### src/rtl/stopwatch_counter.sv
// Stopwatch: 0.1 s prescaler, BCD M:SS.T count, lap snapshot.
// Buttons arrive synchronised and debounced; rising edges drive the FSM.
module stopwatch_counter #(
  parameter int unsigned TICK_DIV = 5000000
) (
  input  logic       clk,
  input  logic       rst,
  input  logic       start_stop,
  input  logic       lap_reset,
  output logic [3:0] digit3,
  output logic [3:0] digit2,
  output logic [3:0] digit1,
  output logic [3:0] digit0,
  output logic       running,
  output logic       lap_active
);

  localparam int unsigned PW = $clog2(TICK_DIV);
  localparam logic [PW-1:0] PMAX = PW'(TICK_DIV - 1);

  typedef enum logic [1:0] {
    IDLE,
    RUN,
    STOP,
    LAP
  } state_t;

  state_t state_q, state_d;

  logic ss_q, lr_q;
  logic ss_arm_q, lr_arm_q;
  logic ss_edge, lr_edge;

  logic [PW-1:0] pre_q, pre_d;
  logic [15:0]   live_q, live_d;
  logic [15:0]   snap_q, snap_d;
  logic [15:0]   live_inc;

  logic counting, tick;
  logic go_lap, go_idle;

  // Arm flags block edges from a button already held through reset
  assign ss_edge = start_stop & ~ss_q & ss_arm_q;
  assign lr_edge = lap_reset & ~lr_q & lr_arm_q;

  assign counting = (state_q == RUN) || (state_q == LAP);
  assign tick     = counting && (pre_q == PMAX);

  // Button history registers for rising-edge detection
  always_ff @(posedge clk or posedge rst) begin
    if (rst) begin
      ss_q     <= 1'b0;
      lr_q     <= 1'b0;
      ss_arm_q <= 1'b0;
      lr_arm_q <= 1'b0;
    end else begin
      ss_q     <= start_stop;
      lr_q     <= lap_reset;
      ss_arm_q <= ss_arm_q | ~start_stop;
      lr_arm_q <= lr_arm_q | ~lap_reset;
    end
  end

  // Next state; start_stop wins over a simultaneous lap_reset
  always_comb begin
    state_d = state_q;
    go_lap  = 1'b0;
    go_idle = 1'b0;
    unique case (state_q)
      IDLE: begin
        if (ss_edge) state_d = RUN;
      end
      RUN: begin
        if (ss_edge) begin
          state_d = STOP;
        end else if (lr_edge) begin
          state_d = LAP;
          go_lap  = 1'b1;
        end
      end
      STOP: begin
        if (ss_edge) begin
          state_d = RUN;
        end else if (lr_edge) begin
          state_d = IDLE;
          go_idle = 1'b1;
        end
      end
      LAP: begin
        if (ss_edge) state_d = STOP;
        else if (lr_edge) state_d = RUN;
      end
      default: state_d = IDLE;
    endcase
  end

  // BCD +0.1 s with 9:59.9 wrapping to 0:00.0
  always_comb begin
    live_inc = live_q;
    if (live_q[3:0] != 4'd9) begin
      live_inc[3:0] = live_q[3:0] + 4'd1;
    end else begin
      live_inc[3:0] = 4'd0;
      if (live_q[7:4] != 4'd9) begin
        live_inc[7:4] = live_q[7:4] + 4'd1;
      end else begin
        live_inc[7:4] = 4'd0;
        if (live_q[11:8] != 4'd5) begin
          live_inc[11:8] = live_q[11:8] + 4'd1;
        end else begin
          live_inc[11:8] = 4'd0;
          if (live_q[15:12] != 4'd9)
            live_inc[15:12] = live_q[15:12] + 4'd1;
          else
            live_inc[15:12] = 4'd0;
        end
      end
    end
  end

  // Datapath next values: prescaler holds in STOP, all clear on return to IDLE
  always_comb begin
    pre_d  = pre_q;
    live_d = live_q;
    snap_d = snap_q;
    if (go_idle) begin
      pre_d  = '0;
      live_d = '0;
      snap_d = '0;
    end else begin
      if (tick) pre_d = '0;
      else if (counting) pre_d = pre_q + 1'b1;
      if (tick) live_d = live_inc;
      if (go_lap) snap_d = live_q;
    end
  end

  // State and datapath registers
  always_ff @(posedge clk or posedge rst) begin
    if (rst) begin
      state_q <= IDLE;
      pre_q   <= '0;
      live_q  <= '0;
      snap_q  <= '0;
    end else begin
      state_q <= state_d;
      pre_q   <= pre_d;
      live_q  <= live_d;
      snap_q  <= snap_d;
    end
  end

  assign {digit3, digit2, digit1, digit0} =
    (state_q == LAP) ? snap_q : live_q;

  assign running    = counting;
  assign lap_active = (state_q == LAP);

endmodule

### config.mk
export PLATFORM = sky130hd
export DESIGN_NAME = stopwatch_counter
export DESIGN_NICKNAME = d
export VERILOG_FILES = /design/src/rtl/stopwatch_counter.sv
export SDC_FILE = /design/constraint.sdc
export NUM_CORES = 1
export LEC_CHECK = 0
export BUFFER_PORTS_ARGS = -buffer_cell sky130_fd_sc_hd__buf_2
export CAP_MARGIN = 20
export CORE_UTILIZATION = 55
export DETAILED_ROUTE_END_ITERATION = 12
export PLACE_DENSITY = 0.76
export SLEW_MARGIN = 25
export SYNTH_ARGS = -nofsm -noshare
export SYNTH_HDL_FRONTEND = slang
export SYNTH_SLANG_ARGS = --single-unit
### constraint.sdc
create_clock -name clk -period 2.6 [get_ports clk]
set_input_delay 0.52 -clock clk [delete_from_list [all_inputs] [get_ports clk]]
set_output_delay 0.52 -clock clk [all_outputs]
set_load 0.03 [all_outputs]
After elaboration in Yosys (flattened, before gate mapping)

Cells that the tools add are included.

Register bits after elaboration: 61
Bits in latches: 0
Bits in writable memories: 0
Memory bits (read-only): 0
Input port bits: 4
Output and inout port bits: 18
Word-level logic and storage cells: 78
Memories: 0

$add $sub $neg: 5
$mul: 0
Div/mod/pow operators: 0
$lt $le $gt $ge: 0
Equality and inequality tests: 15
Shifts and indexed selects: 0
Mux-type cells: 27
Bitwise operators: 10
Reduce and logical (&&, ||, !) cells: 10

Operator list:

| kind                    | number |
|---|---|
| $mux W16                | 5 |
| $mux W23                | 3 |
| $add A23 B1 Y23 const B | 1 |
| $eq A23 B23 Y1 const B  | 1 |
| $mux W4                 | 5 |
| $add A4 B1 Y4 const B   | 4 |
| $mux W2                 | 7 |
| $mux W12                | 1 |
| $ne A4 B4 Y1 const B    | 3 |
| $mux W8                 | 1 |
| $ne A2 B2 Y1 const B    | 4 |
| $pmux W2 S4             | 1 |
| $reduce_and A4 Y1       | 2 |
| $ne A3 B3 Y1 const B    | 2 |
| $and A1 B1 Y1           | 4 |
| $eq A2 B2 Y1 const B    | 2 |
| $mux W1                 | 4 |
| $ne A4 B3 Y1 const B    | 1 |
| $not A1 Y1              | 4 |
| $reduce_bool A2 Y1      | 2 |
| $ne A3 B1 Y1 const B    | 1 |
| $reduce_and A3 Y1       | 1 |
| $reduce_bool A3 Y1      | 1 |
| $eq A2 B1 Y1 const B    | 1 |
| 5 further kinds         | 6 |

Logic depth before layout (Yosys ltp)

Depth after elaboration: 8
Mapped depth: 7

Least setup slack after synthesis

OpenSTA, ideal clock, no wires.

Path type: reg-to-output
From: reg state_q[0]
To: out digit0[1]
Arrival: 1711 ps
Required time: 2080 ps
Setup slack: 369 ps
Stages on the path, launching flop included: 6
Buffers on the path: 2
Cells stage by stage: dfrtp_1 buf_2 nand2_1 inv_1 clkbuf_1 o21ai_0

Word-level cells in the longest chain between the ends: 2

RTL lines:

| what                   | line | RTL |
|---|---|---|
| from (decl)            | 28   | `state_t state_q, state_d;` |
| from (signal assigned) | 146  | `state_q <= state_d;` |
| $eq A2 B2 Y1           | n/a  |  |
| via lap_active         | 15   | `output logic lap_active` |
| $mux W16               | 154  | `(state_q == LAP) ? snap_q : live_q;` |
| to (decl)              | 13   | `output logic [3:0] digit0,` |

The timed path passes the listed nets, and every way through them passes these cells.

Final worst setup path

From: reg state_q[1]
To: out digit2[1]

Word-level cells in the longest chain between the ends: 2

RTL lines:

| what         | line | RTL |
|---|---|---|
| $eq A2 B2 Y1 | 154  |  |
| $mux W16     | 154  |  |
| to (decl)    | 11   | `output logic [3:0] digit2,` |

Every way passes these cells.

==> results.json <==
{
  "run_status": "finished, final reports clean",
  "vias": 2738,
  "fill_cells": 440,
  "synth_fp_nets": 347,
  "synth_area_per_cell_um2": 9.90,
  "ys.flop_type": "dfrtp_1",
  "synthArstFlopShare": 1.00,
  "coreArea_mm2": 0.00564,
  "layout-drive-gt1-share": 0.182,
  "dp_hpwl_um": 4960,
  "routabilityCongestion": 0.833,
  "grt_max_degree": 45,
  "antenna_found_initial": 0,
  "path_clk_slew_ps": 70,
  "crit_arrival_ps": 1830,
  "final.setup.tns_ps": 0,
  "drc": 0,
  "start_util": 0.586,
  "crit_type": "flop to primary output",
  "antenna_cells": 0,
  "critical-path-max-stage-delay_ps": 430,
  "multi_input_area_mm2": 0.00167,
  "synth.area.top_cells": "dfrtp_1 46%, a22o_1 4.2%, or4_1 3.9%",
  "die_area_mm2": 0.00632,
  "hold_violations": 0,
  "cts_root_buf": "clkbuf_8",
  "tightest_slew_ps": 686,
  "pwr-share-clk": 0.254,
  "postCtsSetupRepairBufs": 0,
  "relSlewSlack": 0.542,
  "fin_skew_ps": 6.20,
  "h-tree-depth": 3,
  "maxCapViolations": 0,
  "via_per_inst": 6.29,
  "synth_cell_types": 41,
  "grt_pass1_wl_um": 12300,
  "wl_um": 7270,
  "critPathMaxFanout": 11,
  "netlist_instances": 334,
  "slew_violations": 0,
  "cts_resized": 0,
  "cp_common_cell": "nand2_1",
  "slowest_stage": "dfrtp_1",
  "crit_chain": "nand2_1, buf_4, inv_1, nand2_1, o21ai_0, buf_2",
  "insertion_delay_ps": 350,
  "die_w_um": 79.5,
  "numCtsBuffers": 9,
  "drt-initial-drc-count": 236,
  "yosysWarnings": 0,
  "p_int_w": 0.00202,
  "synth-edff-count": 0,
  "area_delta_synth_final_pct": 12.4,
  "syn-cell-area_mm2": 0.00331,
  "comb_power_share": 0.334,
  "die_y_um": 79.5,
  "rsz0062_at_grt": "no",
  "io_pins": 22,
  "fin_crit_sh": 0.905,
  "grt_pass1_vias": 2588,
  "routedWlPerCell_um": 16.7,
  "finalSetupViolCount": 0,
  "track_usage": 0.256,
  "numClockSinks": 61,
  "cp_top_family": "buffers and inverters",
  "yosys.area.top_type": "dfrtp_1",
  "cts_buffer_depth": 2,
  "final_nets": 371,
  "p_total_w": 0.00329,
  "p_sw_w": 0.00127,
  "cts_tree": "yes",
  "yosysSeqAreaShare": 0.462,
  "rr_worst_depth": 5,
  "yosys_register_bits": 61,
  "sequentialPowerShare": 0.412,
  "max_freq_ghz": 0.425,
  "ir_worst_vdd_v": 0.000588,
  "start_kind": "flop",
  "static-leakage-power_nw": 1.68,
  "hold_path.class": "primary input to async pin",
  "postRouteAntennaNets": 0,
  "synth_top_cell_area_share": 0.462,
  "power_density_mw_per_mm2": 885,
  "min_period_ps": 2350,
  "cts_hold_buf": 0,
  "crit_cells": 6,
  "dr.pass1.iters": 4,
  "cp.buffers_inverters": 3,
  "seqCellArea_mm2": 0.00153,
  "grt-ovfl-total": 0,
  "io_buffers": 21,
  "rows": 27,
  "worstPathRequired_ps": 2080,
  "switching_share": 0.387,
  "critPathCaptureType": "primary output"
}
cell usage after synthesis (3+ instances only):
cell type and n:
clkbuf_1 13, and4_1 5, nand4_1 7, mux2_2 11
or4_1 17, a22o_1 16, mux2i_1 9, dfrtp_1 61
or3_1 13, o21ai_0 25, nor3_1 4, nand3_1 15
buf_2 5, and3_1 7, nor4_1 4, nor2_1 5
and3b_1 4, nand2_1 29, nand3b_1 6, o31ai_1 12
ha_1 9, inv_1 10, nand2b_1 3, a21oi_1 24
layer usage:
layer / up-vias / global-route usage / share of wire
li1: 1323 / - / -
met1: 1351 / 0.352 / 0.47
met2: 54 / 0.392 / 0.47
met3: 10 / 0.0446 / 0.043
met4: 0 / 0.120 / 0.014
met5: - / 0 / 0
cells in the final DEF, fill, tap and decap left out, drive strengths merged, types with 2 or more instances in the layout:
master / netlist / final
o31ai: 12 / 12
nand3b: 6 / 6
a21oi: 24 / 24
nand4: 7 / 7
or3: 13 / 13
and3b: 4 / 4
a31oi: 2 / 2
dfrtp: 61 / 61
buf: 5 / 32
nand2: 29 / 29
mux2: 11 / 11
clkinv: 0 / 4
a311oi: 2 / 2
nand3: 15 / 15
and4: 5 / 5
nor3: 5 / 5
ha: 9 / 9
nor2: 5 / 5
inv: 10 / 10
or4: 17 / 17
and2: 2 / 2
clkbuf: 14 / 11
and3: 7 / 7
a22o: 16 / 16
mux2i: 9 / 9
nor4: 4 / 4
nand2b: 3 / 3
o21ai: 25 / 25
through the flow:
stage	instance area, um2	hold WS, ps	utilization	std cells	setup slack (ps)
floorplan	3310	450	-	334	369
global placement	3520	468	0.624	419	395
detailed placement	3520	474	0.624	419	294
CTS	3710	176	0.658	435	226
global route	3710	220	0.658	435	91.8
finish	3710	171	0.658	435	247
layout make-up:
| cell class | count | share of cell area |
|---|---|---|
| Inverter | 10 | 0.0101 |
| Timing Repair Buffer | 32 | 0.0539 |
| Tap cell | 72 | 0.0243 |
| Multi-Input combinational cell | 244 | 0.449 |
| Sequential cell | 61 | 0.411 |
| Clock buffer | 11 | 0.0381 |
| Clock inverter | 5 | 0.0135 |
worst register-to-register path, cell delays in order (launching register included):
cell     delay [ps]
dfrtp_1         400
ha_1            220
inv_1            90
or4_1           770
or4_1           590
a21oi_1         170
worst paths after layout:
path / startpoint / endpoint / slack, ps
hold reg to reg: ss_arm_q$_DFF_PP0_ / ss_arm_q$_DFF_PP0_ / 490
setup / recovery: state_q[1]$_DFFE_PP0P_ / digit2[1] / 250
hold / removal: rst / state_q[1]$_DFFE_PP0P_ / 170
min in group clk: lap_reset / lr_q$_DFF_PP0_ / 320
setup reg to reg: pre_q[0]$_DFFE_PP0P_ / live_q[5]$_DFFE_PP0P_ / 280
max in group asynchronous: rst / live_q[10]$_DFFE_PP0P_ / 1740
flip-flops by register name (all words and copies together) (netlist names):
name and flops:
state_q 2, snap_q 16, pre_q 23, lr_arm_q 1
lr_q 1, ss_arm_q 1, live_q 16, ss_q 1
logic make-up (layout without fill, tap and decap cells):
family                   Yosys count  count (layout)  synth area share
multiplexers                      20              20            0.0647
adder cells (fa/ha/maj)            9               9            0.0341
AO/OA/AOI/OAI                     87              87             0.170
XOR/XNOR                           1               1           0.00265
flip-flops                        61              61             0.462
AND/OR/NAND/NOR                  127             127             0.232
buffers and inverters             29              58            0.0352
power by group through the flow:
stage	Clock, W	Sequential, W	Combinational (W)
6_report	0.000835	0.00136	0.00110
3_3_place_gp	0	0.00136	0.00106
3_5_place_dp	0	0.00137	0.00110
5_1_grt	0.000883	0.00139	0.00121
4_1_cts	0.000846	0.00135	0.00110
2_1_floorplan	0	0.00130	0.000848
No activity file was read; power rests on OpenSTA's default activity.
